**config.mk**
```make
export PLATFORM = sky130hd
export DESIGN_NAME = mod_lift
export DESIGN_NICKNAME = d
export VERILOG_FILES = /design/src/rtl/mod_lift_pkg.sv /design/src/rtl/mod_lift.sv
export SDC_FILE = /design/constraint.sdc
export NUM_CORES = 1
export LEC_CHECK = 0
export CAP_MARGIN = 20
export CORE_MARGIN = 10
export CORE_UTILIZATION = 50
export CTS_CLUSTER_DIAMETER = 120
export DETAILED_ROUTE_END_ITERATION = 10
export PLACE_DENSITY = 0.78
export SYNTH_ARGS = -nofsm -noshare
export SYNTH_HDL_FRONTEND = slang
export SYNTH_SLANG_ARGS = --single-unit
```
**constraint.sdc**
```tcl
create_clock -name clk -period 4.05 [get_ports clk]
set_input_delay 0.81 -clock clk [delete_from_list [all_inputs] [get_ports clk]]
set_output_delay 0.81 -clock clk [all_outputs]
set_load 0.1 [all_outputs]
```
**src/rtl/mod_lift_pkg.sv**
```systemverilog
// Shared types for the centered-lift unit: default residue width, modulus,
// residue word type and the lift FSM state encoding.
package mod_lift_pkg;

    localparam int W_BITS_L = 12;
    localparam int Q_MOD_L  = 3329;

    typedef logic [W_BITS_L-1:0] word_t;

    typedef enum logic [1:0] {
        IDLE   = 2'd0,
        REDUCE = 2'd1,
        LIFT   = 2'd2,
        HOLD   = 2'd3
    } lift_state_t;

endpackage

```
**src/rtl/mod_lift.sv**
```systemverilog
// Sequential centered lift: reduces a residue by repeated subtraction of Q,
// then maps it to the symmetric signed range around zero, double-width.
module mod_lift
    import mod_lift_pkg::*;
#(
    parameter int    W      = W_BITS_L,
    parameter int    WW     = 2*W_BITS_L,
    parameter word_t Q      = word_t'(Q_MOD_L),
    parameter int    MAXSUB = 64
) (
    input  logic          clk,
    input  logic          rst_n,
    input  logic          in_valid,
    output logic          in_ready,
    input  logic [W-1:0]  in_res,
    output logic          out_valid,
    input  logic          out_ready,
    output logic [WW-1:0] out_val,
    output logic          out_sat,
    output logic          busy,
    output logic [1:0]    dbg_state
);

    // Handshake: a transfer happens on a rising edge where valid and ready
    // are both high; out_valid/out_val/out_sat stay frozen until out_ready.

    localparam int            CW      = (MAXSUB < 1) ? 1 : $clog2(MAXSUB + 1);
    localparam logic [W:0]    Q_EXT   = (W+1)'(Q);
    localparam logic [W:0]    HALF    = Q_EXT >> 1;
    localparam logic [CW-1:0] CNT_MAX = CW'(MAXSUB);

    lift_state_t   state;
    lift_state_t   state_nxt;
    logic [W:0]    r;
    logic [CW-1:0] cnt;
    logic          r_ge_q;
    logic          can_sub;

    // Returns {sat, value}; r - Q wraps to the two's complement negative on W+1 bits.
    function automatic logic [WW:0] centered_lift(input logic [W:0] rv);
        logic [W:0] diff;
        diff = rv - Q_EXT;
        if (rv >= Q_EXT)
            return {1'b1, {WW{1'b0}}};
        else if (rv > HALF)
            return {1'b0, {(WW-W-1){diff[W]}}, diff};
        else
            return {1'b0, {(WW-W-1){1'b0}}, rv};
    endfunction

    assign r_ge_q  = (r >= Q_EXT);
    assign can_sub = r_ge_q && (cnt < CNT_MAX);

    always_ff @(posedge clk or negedge rst_n) begin
        if (!rst_n)
            state <= IDLE;
        else
            state <= state_nxt;
    end

    always_comb begin
        state_nxt = state;
        case (state)
            IDLE:    if (in_valid) state_nxt = REDUCE;
            REDUCE:  if (!can_sub) state_nxt = LIFT;
            LIFT:    state_nxt = HOLD;
            HOLD:    if (out_ready) state_nxt = IDLE;
            default: state_nxt = IDLE;
        endcase
    end

    always_comb begin
        in_ready  = (state == IDLE);
        busy      = (state != IDLE);
        dbg_state = state;
    end

    always_ff @(posedge clk or negedge rst_n) begin
        if (!rst_n) begin
            r         <= '0;
            cnt       <= '0;
            out_val   <= '0;
            out_sat   <= 1'b0;
            out_valid <= 1'b0;
        end else begin
            case (state)
                IDLE: begin
                    if (in_valid) begin
                        r   <= {1'b0, in_res};
                        cnt <= '0;
                    end
                end
                REDUCE: begin
                    if (can_sub) begin
                        r   <= r - Q_EXT;
                        cnt <= cnt + CW'(1);
                    end
                end
                LIFT: begin
                    {out_sat, out_val} <= centered_lift(r);
                    out_valid          <= 1'b1;
                end
                HOLD: begin
                    if (out_ready) out_valid <= 1'b0;
                end
                default: ;
            endcase
        end
    end

endmodule

```
# Word level (Yosys, flattened, before mapping)
# Cells that the tools add are included.
# totals
regBits	48
in_bits	16
word_cells	40
# op_classes
addsub	2
magnitude_cmp	3
eq_ne	7
muxes	14
reduce_logical	8
# op_table
op	count
two-way mux 13 bit	2
case mux 13 bit (2 select lines)	1
two-way mux 25 bit	1
two-way mux 24 bit	1
two-way mux 7 bit	2
case mux 7 bit (2 select lines)	1
>= comparator 13 x 12 -> 1 bit (second input constant)	1
greater-than comparator 13 x 11 -> 1 bit (second input constant)	1
subtractor 13 x 12 -> 13 bit (second input constant)	1
!= test 2 bit (second input constant)	4
case mux 2 bit (4 select lines)	1
adder 7 x 1 -> 7 bit (second input constant)	1
< comparator 7 bit (second input constant)	1
two-way mux 2 bit	3
AND reduction 3 bit	2
nonzero test 2 bit	3
equality test 2 bit (second input constant)	2
equality test 2 x 1 -> 1 bit (second input constant)	1
zero test 2 bit	1
case mux 1 bit (2 select lines)	1
AND reduction 2 bit	1
logical AND 1 bit	1
two-way mux 1 bit	1

# Depth between registers and ports, before layout
# logic_depth
word_depth	4
ltp_mapped	9
ltp_nobuf	7

# Worst setup path before layout
# No wires, ideal clock.
# synth_path
kind	reg2out
startpoint	register state[0], in the netlist dbg_state[0]
endpoint	output busy
t_arrival_ns	2.709
setup_slack_ns	0.531
path_stages_with_launch	5
path_cell_list	dfrtp_1 > inv_1 > ha_1 > clkbuf_1 > inv_1
# synth_between
elab_chain_cells	1
# synth_rtl
item	line_no	text
start: declaration	mod_lift.sv:32	lift_state_t state;
start signal: assignment	mod_lift.sv:58	state <= state_nxt;
nonzero test 2 bit	mod_lift.sv:74	busy = (state != IDLE);
end: declaration	mod_lift.sv:20	output logic busy,
# Every way passes these cells.

==> results <==
- The flow ran to the end, and the final reports show no timing, DRC or antenna violations.
- The worst setup path is of the reg -> out kind.
- The number of cells on the worst reg-to-reg path is 5.
- The buffer type at the clock tree root is sky130_fd_sc_hd__clkbuf_8.
- The first TritonRoute pass finished after 4 iterations.
- The worst hold path belongs to the class reg -> reg.
- The layout overhead on the synthesized area is 20.8%.
- In the final timing run, aggregate negative setup slack is 0 ns.
- The number of clock buffers added by TritonCTS is 5.
- The cell area after synthesis is 0.00252 mm2.
- Between clock sinks in the finished design, the worst skew comes to 0.00734 ns.
- The TritonCTS sink count is 38.
- The launch point of the worst reg-to-reg path is r[6].
- The clock period could shrink to 2.82 ns.
- The final count of hold timing violations is 0.
- Broken down by cell family, the worst path's largest delay share belongs to buffers and inverters.
- The number of max-slew violations in the final report is 0.
- Synthesis produced a netlist with a net count of a little over 300.
- The detailed router placed 2146 vias in this run.
- Along the worst path, the maximum fanout reaches 12.
- The end point of the critical path is out_val[14].
- For this run, design rule violations remaining after detail routing come to 0.
- The initial antenna violation count came to 0.
- The flip-flop and latch count after synthesis is 38.
- The site row count is 25.
- The depth of the worst hold-timing path is 1.
- The TritonCTS clock tree is built.
- The final layout contains 335 nets.
- The number of distinct library cells after synthesis is 60.
- The reported max-cap violation count is 0.
- The fill cell instance count of the final layout is 440.
- The count of buffers added on input and output ports is 45.
- The area after detailed placement is 0.00290 mm2.
- The critical path buffer and inverter count is 1.
- The number of antenna diodes in the final layout is 0.
- The last weighted congestion value of the routability-driven placer is 0.910.
- The worst-path cell with the longest stage delay is sky130_fd_sc_hd__clkdlybuf4s50_1.
- The clock latency of the later-clocked register in the worst-skew pair is between 0.2 and 0.3 ns.
- The die span in x is around 91 um.
- For this run, the share of the core covered by cells in the final layout is 0.632.
- The worst setup path is launched from a register.
- The vias per cell is 5.66.
- The die boundary height is 91.0 um.
- The first routing iteration left 167 violations.
- The overflow left after global routing is 0.
- Hold repair after CTS inserted 0 buffers.
- Data on the critical path arrives at its endpoint at 2.01 ns.
- The clock tree synthesis step divided the H-tree into 2 levels.
- The number of buffers inserted by post-CTS setup repair is 0.
- The floorplan step defined a core boundary enclosing 0.00482 mm2.
- The share of the cycle needed by the critical path after routing is 0.696.
- The global-route wire length before repair is 9.95 mm.
- The kind of end point of the critical path is an output port.
- The most common cell after layout, fill and taps aside is sky130_fd_sc_hd__clkdlybuf4s50_1.
- The clock-pin slew on the worst setup and hold paths is approximately 0.08 ns.
- The total detailed-routing wirelength is ~6.0 mm.
- The average instance in the mapped netlist occupies a little under 9 um2.
- The top cell types in the final layout, fill and taps aside, are 42 x sky130_fd_sc_hd__clkdlybuf4s50_1, 38 x sky130_fd_sc_hd__dfrtp_1, 26 x sky130_fd_sc_hd__nand2_1, 21 x sky130_fd_sc_hd__inv_1, 20 x sky130_fd_sc_hd__nor2_1.
- At the pin with the least slew margin, the transition time is 0.977 ns.
- After legalization and detailed placement, the total HPWL measured 4.40 mm.
- The count of nets left with antenna violations after detail routing is 0.
- Of the synthesized area, sequential elements account for 0.378.
- In the global route stage, overall resource usage came out at 0.141.
- The largest stage delay on the critical path is 1.20 ns.
- The die area is between 0.008 and 0.009 mm2.
- The wire length per cell is 15.7 um.
- The initial standard-cell utilization of the core is 0.523.
- In the synthesized netlist the dominant register cell turns out to be sky130_fd_sc_hd__dfrtp_1.
- The finished layout holds 379 standard cells, fillers aside.
- Once placement completed, the tool counted placed cells totaling 371.
- The number of global-route vias before repair is 2050.
- Setup slack on the worst reg-to-reg path comes out at 1.49 ns.
- Counting along the longest clock path gives a buffer depth of 2.
- The peak clock frequency supported by timing is 355 MHz.
- The most critical setup path has its startpoint at out_val[22].
- Counting flops with a built-in enable in the synthesized netlist gives 0.
- The boundary pin count is 46.
- The total number of cells along the worst setup path is 1.
- The endpoint identified for the worst register-to-register timing path is out_val[1].
- The post-cts gate resize count is 0.
- The post-synthesis instance total is between 200 and 300.
- Walking the worst path, the cells encountered are clkdlybuf4s50_1.
- The share of flip-flops with an asynchronous set or reset is 1.00.
- Entering global routing, the biggest net connects 39 pins.
- Setup repair after global routing left no endpoint under its margin.
- The final non-filler cell area is 0.00304 mm2.
- The critical path data required time is ~3.2 ns.
- The share of post-route cells with drive strength above 1 is 0.112.
- The Yosys warning count is 0.
- The count of endpoints failing setup in the final report is 0.
- The worst pin sits at a relative slew slack of 0.347.
kinds of logic (layout without fill, tap and decap cells):
logic type	count (synthesis)	count (layout)	share of synthesized area
AND/OR/NAND/NOR	96	96	0.201
adder cells (fa/ha/maj)	8	8	0.0397
XOR/XNOR	9	9	0.0313
AO/OA/AOI/OAI	83	83	0.248
flip-flops	38	38	0.378
buffers and inverters	49	76	0.0939
multiplexers	2	2	0.00844
synthesized netlist by cell type, drive strengths merged (9+ instances only):
library cell	n	area, um2
clkbuf	10	37.5
nor2b	9	56.3
a21oi	12	60.1
inv	21	78.8
nand2	26	97.6
buf	18	120
nor2	21	81.3
o22ai	10	62.6
nand3	9	45.0
o21ai	18	93.8
dfrtp	38	951
cell type report:
class | instances | area (um2) | share of cell area
multi-input cells | 198 | 1330 | 0.438
clock inverters | 2 | 60.1 | 0.0197
clock buffers | 6 | 82.6 | 0.0271
flip-flops and latches | 38 | 951 | 0.312
well taps | 67 | 83.8 | 0.0275
repair buffers | 47 | 455 | 0.150
inverters | 21 | 78.8 | 0.0259
worst register-to-register path: cells and delay by family, from the launching register on:
| kind | cells | cell delay, ns |
|---|---|---|
| flip-flops | 1 | 0.55 |
| AND/OR/NAND/NOR | 3 | 1.45 |
| AO/OA/AOI/OAI | 2 | 0.48 |
per-layer routing:
metal | up-vias | part of all wire | GRT usage
li1 | 1065 | - | -
met4 | 0 | 0.0074 | 0.0326
met3 | 6 | 0.078 | 0.0494
met5 | - | 0 | 0
met1 | 1010 | 0.45 | 0.170
met2 | 65 | 0.46 | 0.235
sequential cells by signal (all words and copies together) (netlist names):
signal / flops
out_sat: 1
out_val: 14
dbg_state: 2
out_valid: 1
cnt: 7
r: 13
worst min-delay path by stage:
stage / startpoint / end / slack [ns]
CTS: out_sat / out_sat / 0.49
global placement: out_sat / out_sat / 0.47
detailed placement: out_sat / out_sat / 0.47
finish: out_sat / out_sat / 0.48
floorplan: cnt[5] / cnt[5] / 0.47
global route: out_sat / out_sat / 0.53
per-stage QoR:
stage / hold WS (ns) / worst slack, ns
2_1_floorplan: 0.474 / 0.531
3_3_place_gp: 0.468 / 1.36
3_5_place_dp: 0.470 / 1.29
4_1_cts: 0.489 / 1.20
5_1_grt: 0.527 / 1.11
6_report: 0.482 / 1.23
Power is left out: the tool's default activity adds up to more than one toggle a clock period on the data nets, which glitch-free logic cannot reach.
